File: config.mk
export PLATFORM = sky130hd
export DESIGN_NAME = mips_instr_encoder
export DESIGN_NICKNAME = d
export VERILOG_FILES = /design/src/rtl/mips_instr_encoder.sv
export SDC_FILE = /design/constraint.sdc
export NUM_CORES = 1
export LEC_CHECK = 0
export BUFFER_PORTS_ARGS = -buffer_cell sky130_fd_sc_hd__buf_4
export CORE_ASPECT_RATIO = 0.5
export CORE_MARGIN = 2
export CORE_UTILIZATION = 42
export CTS_CLUSTER_DIAMETER = 30
export DETAILED_ROUTE_END_ITERATION = 8
export PLACE_DENSITY = 0.77
export SKIP_CTS_REPAIR_TIMING = 1
export SYNTH_ARGS = -nofsm -noshare
export SYNTH_HDL_FRONTEND = slang
export SYNTH_SLANG_ARGS = --single-unit
File: constraint.sdc
create_clock -name clk -period 1.7 [get_ports clk]
set_input_delay 0.34 -clock clk [delete_from_list [all_inputs] [get_ports clk]]
set_output_delay 0.34 -clock clk [all_outputs]
set_load 0.05 [all_outputs]
File: src/rtl/mips_instr_encoder.sv
// rtl/mips_instr_encoder.sv - MIPS-subset instruction encoder and IM loader
// Define PSEUDO_LI_EN to expand mnem 11 (li) into a lui/ori word pair.
module mips_instr_encoder #(
    parameter int          IM_DEPTH = 1024,
    parameter int          ADDR_W   = 10,
    parameter logic [31:0] BASE_PC  = 32'h0000_3000
) (
    input  logic              clk,
    input  logic              reset,
    input  logic              in_valid,
    output logic              in_ready,
    input  logic [3:0]        mnem,
    input  logic [4:0]        rs,
    input  logic [4:0]        rt,
    input  logic [4:0]        rd,
    input  logic [31:0]       imm,
    input  logic [25:0]       target,
    output logic              im_we,
    output logic [ADDR_W-1:0] im_addr,
    output logic [31:0]       im_wdata,
    output logic [31:0]       pc_out,
    output logic              full,
    output logic              err
);

    localparam logic [ADDR_W:0] DEPTH_C = (ADDR_W+1)'(IM_DEPTH);
    localparam logic [ADDR_W:0] LAST_C  = (ADDR_W+1)'(IM_DEPTH - 1);

    logic              r_we;
    logic [ADDR_W-1:0] r_addr;
    logic [31:0]       r_wdata;
    logic              r_err;
    logic [ADDR_W:0]   r_count;

    logic [31:0]       w_word;
    logic              w_legal;
    logic              w_is_li;
    logic              w_idle;
    logic              w_full;
    logic              w_accept;

`ifdef PSEUDO_LI_EN
    localparam logic [0:0] S_IDLE  = 1'b0;
    localparam logic [0:0] S_EMIT2 = 1'b1;

    logic [0:0]  r_state;
    logic [4:0]  r_li_rt;
    logic [15:0] r_li_lo;

    assign w_idle = (r_state == S_IDLE);
`else
    assign w_idle = 1'b1;
`endif

    assign w_full   = (r_count == DEPTH_C);
    assign w_accept = in_valid && in_ready;
    assign w_is_li  = (mnem == 4'd11);

    // li's first word is the lui half; it is only emitted when li is legal.
    always_comb begin
        w_word  = 32'h0;
        w_legal = 1'b1;
        case (mnem)
            4'd0:  w_word = {6'h00, rs, rt, rd, 5'b0, 6'h21};
            4'd1:  w_word = {6'h00, rs, rt, rd, 5'b0, 6'h23};
            4'd2:  w_word = {6'h0D, rs, rt, imm[15:0]};
            4'd3:  w_word = {6'h23, rs, rt, imm[15:0]};
            4'd4:  w_word = {6'h2B, rs, rt, imm[15:0]};
            4'd5:  w_word = {6'h04, rs, rt, imm[15:0]};
            4'd6:  w_word = {6'h0F, 5'b0, rt, imm[15:0]};
            4'd7:  w_word = {6'h02, target};
            4'd8:  w_word = {6'h03, target};
            4'd9:  w_word = {6'h00, rs, 15'b0, 6'h08};
            4'd10: w_word = 32'h0;
            4'd11: begin
                w_word = {6'h0F, 5'b0, rt, imm[31:16]};
`ifdef PSEUDO_LI_EN
                w_legal = 1'b1;
`else
                w_legal = 1'b0;
`endif
            end
            default: w_legal = 1'b0;
        endcase
    end

    always_ff @(posedge clk) begin
        if (reset) begin
            r_we    <= 1'b0;
            r_addr  <= '0;
            r_wdata <= 32'h0;
            r_err   <= 1'b0;
            r_count <= '0;
`ifdef PSEUDO_LI_EN
            r_state <= S_IDLE;
            r_li_rt <= 5'd0;
            r_li_lo <= 16'h0;
`endif
        end else begin
            r_we  <= 1'b0;
            r_err <= 1'b0;
`ifdef PSEUDO_LI_EN
            if (r_state == S_EMIT2) begin
                r_we    <= 1'b1;
                r_addr  <= r_count[ADDR_W-1:0];
                r_wdata <= {6'h0D, r_li_rt, r_li_rt, r_li_lo};
                r_count <= r_count + 1'b1;
                r_state <= S_IDLE;
            end else
`endif
            if (w_accept) begin
                // li needs two free slots; refuse it whole rather than split it.
                if (!w_legal || (w_is_li && r_count == LAST_C)) begin
                    r_err <= 1'b1;
                end else begin
                    r_we    <= 1'b1;
                    r_addr  <= r_count[ADDR_W-1:0];
                    r_wdata <= w_word;
                    r_count <= r_count + 1'b1;
`ifdef PSEUDO_LI_EN
                    if (w_is_li) begin
                        r_state <= S_EMIT2;
                        r_li_rt <= rt;
                        r_li_lo <= imm[15:0];
                    end
`endif
                end
            end
        end
    end

    assign in_ready = w_idle && !w_full;
    assign im_we    = r_we;
    assign im_addr  = r_addr;
    assign im_wdata = r_wdata;
    assign full     = w_full;
    assign err      = r_err;
    assign pc_out   = BASE_PC + {{(29-ADDR_W){1'b0}}, r_count, 2'b00};

endmodule

==> out/qor.yml, run 1 <==
power_and_ir_drop:
  leakage_nw: 1.957
  clock_power_share_pct: 34.6
  combinationalPowerShare_pct: 26.0
  p_seq_share_pct: 39.4
  total_power_mw: 3.360
  vdd_drop_max_mv: 0.6036
  swShare_pct: 30.20
  netSwitchingPower_mw: 1.015
  p_int_mw: 2.346
  pwr_density_cell_nw_per_um2: 720.8
logic_synthesis:
  synth_top_cell_area_share_pct: 33.98
  synth_compound_area_share_pct: 35.63
  synth-xor-area-share_pct: 0.8258
  synth_top_family_by_area: "compound AO/OA/AOI/OAI gates"
  avgSynthCellArea_um2: 9.065
  synth-edff-count: 0
  async_flop_share_pct: 0
  synthCells: 351
  synth.distinct_cells: 55
  synth_warnings: 0
  synthMuxAreaShare_pct: 0
  netlist_area_um2: 3182
  synthAdderAreaFrac_pct: 0.7865
  synthSimpleGateAreaFrac_pct: 16.71
  yosys-top-cells-area: "dfxtp_1 34%, a22o_1 5.5%, buf_4 5.4%"
  synthFlopType: "dfxtp_1"
  yosysTopAreaCell: "dfxtp_1"
  synth_seq_cells: 54
  yosysSeqAreaShare_pct: 33.98
cells_and_area:
  syn_to_final_growth_pct: 46.52
  stdcell_count: 593
  diodes: 0
  final_util_pct: 63.67
  drive_gt1_share_pct: 44.06
  fin_nets: 578
  nFillCells: 631
sta:
  fin_ws_ns: -0.1198
  fin_crit_sh_pct: 107.0
  fmax_mhz: 549.5
  finalCriticalPeriod_ns: 1.820
  clock_skew_ns: 0.003383
  rsz0062_at_grt: "true"
  final.setup.tns_ns: -1.649
  hold_violations: 0
  setup_viol: 32
  drv_slew: 0
global_routing:
  grt_pass1_wl_um: 13830
  use_met3_pct: 5.049
  antenna_found_initial: 0
  grt_pass1_vias: 2910
  grt_overflow: 0
  grt_use_total_pct: 20.66
  busiest_layer: "met2"
  grtUsageMet2_pct: 36.90
  grt_use_met1_pct: 25.73
  grt_max_degree: 31
critical_path:
  reg2reg_from: "r_count[7]"
  cp.required_ns: 1.36
  regToRegSetupSlack_ns: -0.07
  endpoint_kind: "primary output"
  arrival_ns: 1.48
  criticalPathCategory: "reg2out"
  startpoint_type: "flop"
  worstRegToRegCells: 7
  regToRegEndpoint: "im_wdata[3]"
  worstPathMaxFanout: 6
placed_design:
  gp_congestion: 0.8171
  pre_cts_ws_ns: -0.003435
  place_inst: 580
  port_buffers: 137
  hpwlAfterDp_um: 6752
routing:
  wl_per_cell_um: 15.31
  drtPass1Iterations: 5
  route.detailed.drc: 0
  vias: 3259
  wl_um: 9078
  viasPerCell: 5.496
  ant_nets: 0
  drt-initial-drc-count: 162
clocking:
  ctsLongestPathBuffers: 2
  cts_tree: "built"
  cts-root-buf: "clkbuf_16"
  path_clk_slew_ns: 0.07
  clk_latency_ns: 0.29
  cts_buffers: 5
  cts_max_level: 2
  clock_sinks: 54
die:
  core_area_um2: 7322
  num_rows: 22
  initial_utilization_pct: 43.46
  die_x_um: 127.1
  dieArea_um2: 8330
  ios: 158
  die_h_um: 65.55
min_path:
  whs_endpoint: "im_wdata[2]"
  hold_start: "imm[18]"
  hold_depth: 3
  hp-class: "in2reg"
outcome:
  violations: "negative setup slack"
  status: "complete, but fails checks"
job:
  cap_violations: 0
==> cell usage in the layout, fill, tap and decap left out, drive strengths merged, types with 2 or more instances in the layout <==
cell type | Yosys | routed
or3 | 5 | 5
nand3 | 10 | 10
a22oi | 12 | 12
and4 | 2 | 2
nor2 | 13 | 13
a22o | 20 | 20
nand4bb | 5 | 5
nand4 | 3 | 3
o31ai | 2 | 2
clkbuf | 10 | 6
o21ai | 25 | 25
and2 | 2 | 2
nor4 | 2 | 2
and3 | 3 | 3
a21oi | 30 | 30
nand2 | 10 | 10
o2bb2ai | 21 | 21
o2111ai | 4 | 4
buf | 44 | 173
xor2 | 2 | 2
ha | 2 | 2
o22ai | 7 | 7
a222oi | 12 | 12
and3b | 4 | 4
o31a | 2 | 2
or4 | 2 | 2
nand2b | 8 | 8
clkinv | 1 | 2
nor3 | 5 | 5
inv | 8 | 7
nor2b | 4 | 4
a221oi | 7 | 7
conb | 1 | 20
dfxtp | 54 | 54
==> power by group through the flow <==
stage | combinational [mW] | sequential [mW] | clock, mW
after floorplan | 0.441 | 1.49 | 0
after global placement | 0.863 | 1.36 | 0
after detailed placement | 0.871 | 1.35 | 0
after CTS | 0.872 | 1.33 | 1.19
after global routing | 0.929 | 1.33 | 1.24
final | 0.874 | 1.33 | 1.16
==> how the worst max path moves through the flow <==
| stage | start | endpoint | slack [ns] | depth (start not counted) |
|---|---|---|---|---|
| finish | r_count[7] | in_ready | -0.12 | 4 |
| global route | r_count[7] | in_ready | -0.19 | 4 |
| CTS | r_count[2] | full | -0.19 | 4 |
| detailed placement | mnem[3] | im_wdata[31] | -0.003 | 5 |
| global placement | mnem[3] | im_wdata[31] | 0.04 | 5 |
| floorplan | r_count[2] | full | -0.13 | 5 |
==> synthesized netlist by cell type (5+ instances only) <==
master / n
o21ai_1: 8
buf_6: 5
nand2b_1: 8
o22ai_1: 7
a221oi_1: 7
nor2_1: 11
buf_4: 23
inv_1: 7
or3_1: 5
o2bb2ai_1: 11
a21oi_1: 28
buf_2: 16
nand2_1: 9
dfxtp_1: 54
nand4bb_1: 5
a22oi_1: 12
o2bb2ai_2: 10
o21ai_0: 16
a22o_1: 20
nand3_1: 10
clkbuf_1: 10
a222oi_1: 12
==> kinds of logic (layout without fill, tap and decap cells) <==
| group | count (synthesis) | after routing |
|---|---|---|
| other cells | 1 | 20 |
| flops | 54 | 54 |
| simple gates | 82 | 82 |
| xor+xnor | 3 | 3 |
| buf+inv | 63 | 190 |
| compound gates | 146 | 146 |
| fa+ha+maj | 2 | 2 |
==> per-stage QoR <==
stage	hold slack, ns	area, um^2
after floorplan	0.5177	3333
after global placement	0.4474	4409
after detailed placement	0.4524	4409
after CTS	0.3139	4576
after global routing	0.3151	4662
final	0.3180	4662
==> sequential cells by signal (all words and copies together), names as in the netlist <==
register	cells
im_wdata	31
im_addr	10
r_count	11
im_we	1
err	1
==> final cells by class <==
cell class                 count  area (um^2)  share of cell area, %
inverter                       9        41.29                 0.8857
tap                           96        120.1                  2.576
multi-input combinational    253         1848                  39.64
clock inverter                 2        37.54                 0.8052
clock buffer                   6        128.9                  2.764
timing repair buffer         173         1371                  29.42
sequential                    54         1115                  23.91
==> routing by layer <==
layer | up-vias | wire, um
met5 | - | 0
met4 | 0 | 55
met2 | 110 | 4485
li1 | 1606 | -
met1 | 1538 | 3971
met3 | 5 | 565
==> critical path: stages (launching register included) <==
cell and delay (ns):
dfxtp_4 0.37, nor4_4 0.33, nand4_4 0.17, buf_8 0.17, buf_8 0.14
No activity file was read; power rests on OpenSTA's default activity.
==> run 2, diff against run 1 <==
==> constraint.sdc (replaced) <==
create_clock -name clk -period 1.7 [get_ports clk]
set_input_delay 0.34 -clock clk [delete_from_list [all_inputs] [get_ports clk]]
set_output_delay 0.34 -clock clk [all_outputs]
set_load 0.005 [all_outputs]
==> run 2 against run 1 <==
Net effect:
- the flow still finishes with violations (negative setup slack)
- hold slack got worse by 0.0019 ns
- clock-buffer cell count fell by 1
- sequential power barely moved
- non-clock buffer count rose by 3
- clock skew rose by 0.00093 ns
- global-route usage rose by 1.2 points
- design area fell by 0.89%
- combinational power fell by 26%
- register-to-register slack improved by 0.12 ns
- largest cell class unchanged
- highest routed layer unchanged
==> out/qor.yml, run 2 (synthesis gave the netlist of run 1 again) <==
outcome:
  status: "complete, but fails checks"
  violations: "negative setup slack"
cells_and_area:
  largest_reg_flops: 31
  final_cell_area_um2: 4621
  drive_gt1_share_pct: 42.89
  stdcell_count: 595
  fin_nets: 581
  final_cell_mix: "170 x buf_4, 50 x dfxtp_1, 27 x a21oi_1"
  diodes: 0
  final_common_cell: "buf_4"
  syn_to_final_growth_pct: 45.22
critical_path:
  arrival_ns: 1.41
  startpoint_type: "flop"
  endpoint_kind: "primary output"
  criticalPathCategory: "reg2out"
  crit_chain: "nor4_4, nand4_4, buf_6, buf_4"
  cp.required_ns: 1.36
  worstPathMaxFanout: 9
  crit_family: "simple AND/OR/NAND/NOR gates"
  cp_slowest_stage_delay_ns: 0.34
  slowest_stage: "dfxtp_1"
  path_buf_inv: 2
placed_design:
  port_buffers: 137
  gp_congestion: 0.7882
  placed_area_um2: 4378
  place_inst: 586
  hpwlAfterDp_um: 6871
clocking:
  cts_max_level: 2
  ctsLongestPathBuffers: 2
  clk_latency_ns: 0.30
  cts-root-buf: "clkbuf_16"
  path_clk_slew_ns: 0.07
  cts_tree: "built"
  clock_sinks: 54
  cts_buffers: 5
routing:
  drtPass1Iterations: 5
  drt-met1-wl_um: 4071
  viasPerCell: 5.583
  wl_met3_um: 662
  route.detailed.drc: 0
  route.top_layer_used: "met4"
  vias: 3322
  drt-initial-drc-count: 155
  wl_um: 9363
  wl_per_cell_um: 15.74
  route.met2.wl_um: 4519
  ant_nets: 0
die:
  initial_utilization_pct: 43.46
  ios: 158
  dieArea_um2: 8330
  core_area_um2: 7322
  num_rows: 22
  die_x_um: 127.1
  die_h_um: 65.55
sta:
  fin_ws_ns: -0.04710
  drv_slew: 0
  relSlewSlack_pct: 53.23
  setup_viol: 2
  clock_skew_ns: 0.004308
  rsz0062_at_grt: "true"
  worstMarginPinSlew_ns: 0.6978
  fin_crit_sh_pct: 102.8
  finalCriticalPeriod_ns: 1.747
  fmax_mhz: 572.4
  hold_violations: 0
global_routing:
  antenna_found_initial: 0
  grt_pass1_wl_um: 14550
  grt_pass1_vias: 3067
  grt_overflow: 0
  grt_max_degree: 31
  grt_use_total_pct: 21.81
power_and_ir_drop:
  pwr_density_cell_nw_per_um2: 677.6
  vdd_drop_max_mv: 0.4400
  leakage_nw: 1.966
job:
  cap_violations: 0
min_path:
  hp-class: "in2reg"
-- run 2: metal layers --
layer | global-route usage [%] | up-vias
met3 | 4.886 | 14
met5 | 0 | -
met1 | 27.04 | 1542
met4 | 6.181 | 0
li1 | - | 1616
met2 | 38.58 | 150
-- run 2: final timing paths --
kind,startpoint,end,slack [ns],cells after the start
worst max-delay path,r_count[3],in_ready,-0.05,4
worst min-delay path,target[15],im_wdata[15],0.32,3
worst max register to register,r_count[0],r_count[4],0.05,8
worst min register to register,im_wdata[23],im_wdata[23],0.47,1
-- run 2: power breakdown --
part	switching, mW	internal (mW)
Clock	0.465	0.690
Combinational	0.303	0.341
Sequential	0.0249	1.31
-- run 2: final cells by class --
class / count / area (um^2)
repair buffers: 176 / 1370
clock buffers: 5 / 125.1
multi-input cells: 253 / 1844
flip-flops and latches: 54 / 1086
clock inverters: 2 / 38.79
well taps: 96 / 120.1
inverters: 9 / 36.28
fillers: 618 / 2701
-- run 2: per-stage QoR --
step	setup TNS [ns]	utilization [%]	setup slack [ns]	power, mW	hold slack (ns)
after global routing	-0.3088	63.11	-0.1299	3.270	0.3221
final	-0.09231	63.11	-0.04710	3.131	0.3160
after global placement	-0.0006222	59.79	-0.0006222	1.991	0.4507
after detailed placement	-0.1775	59.79	-0.04084	1.997	0.4553
after CTS	-0.2485	62.03	-0.1390	3.162	0.3112
after floorplan	0	-	0.002827	1.708	0.4558
-- run 2: worst reg2reg max path, stage by stage (launching register included) --
cell	delay [ns]
dfxtp_2	0.33
inv_1	0.05
ha_2	0.18
nand4_4	0.11
inv_4	0.05
buf_6	0.12
buf_4	0.13
or4_4	0.50
a21oi_2	0.12
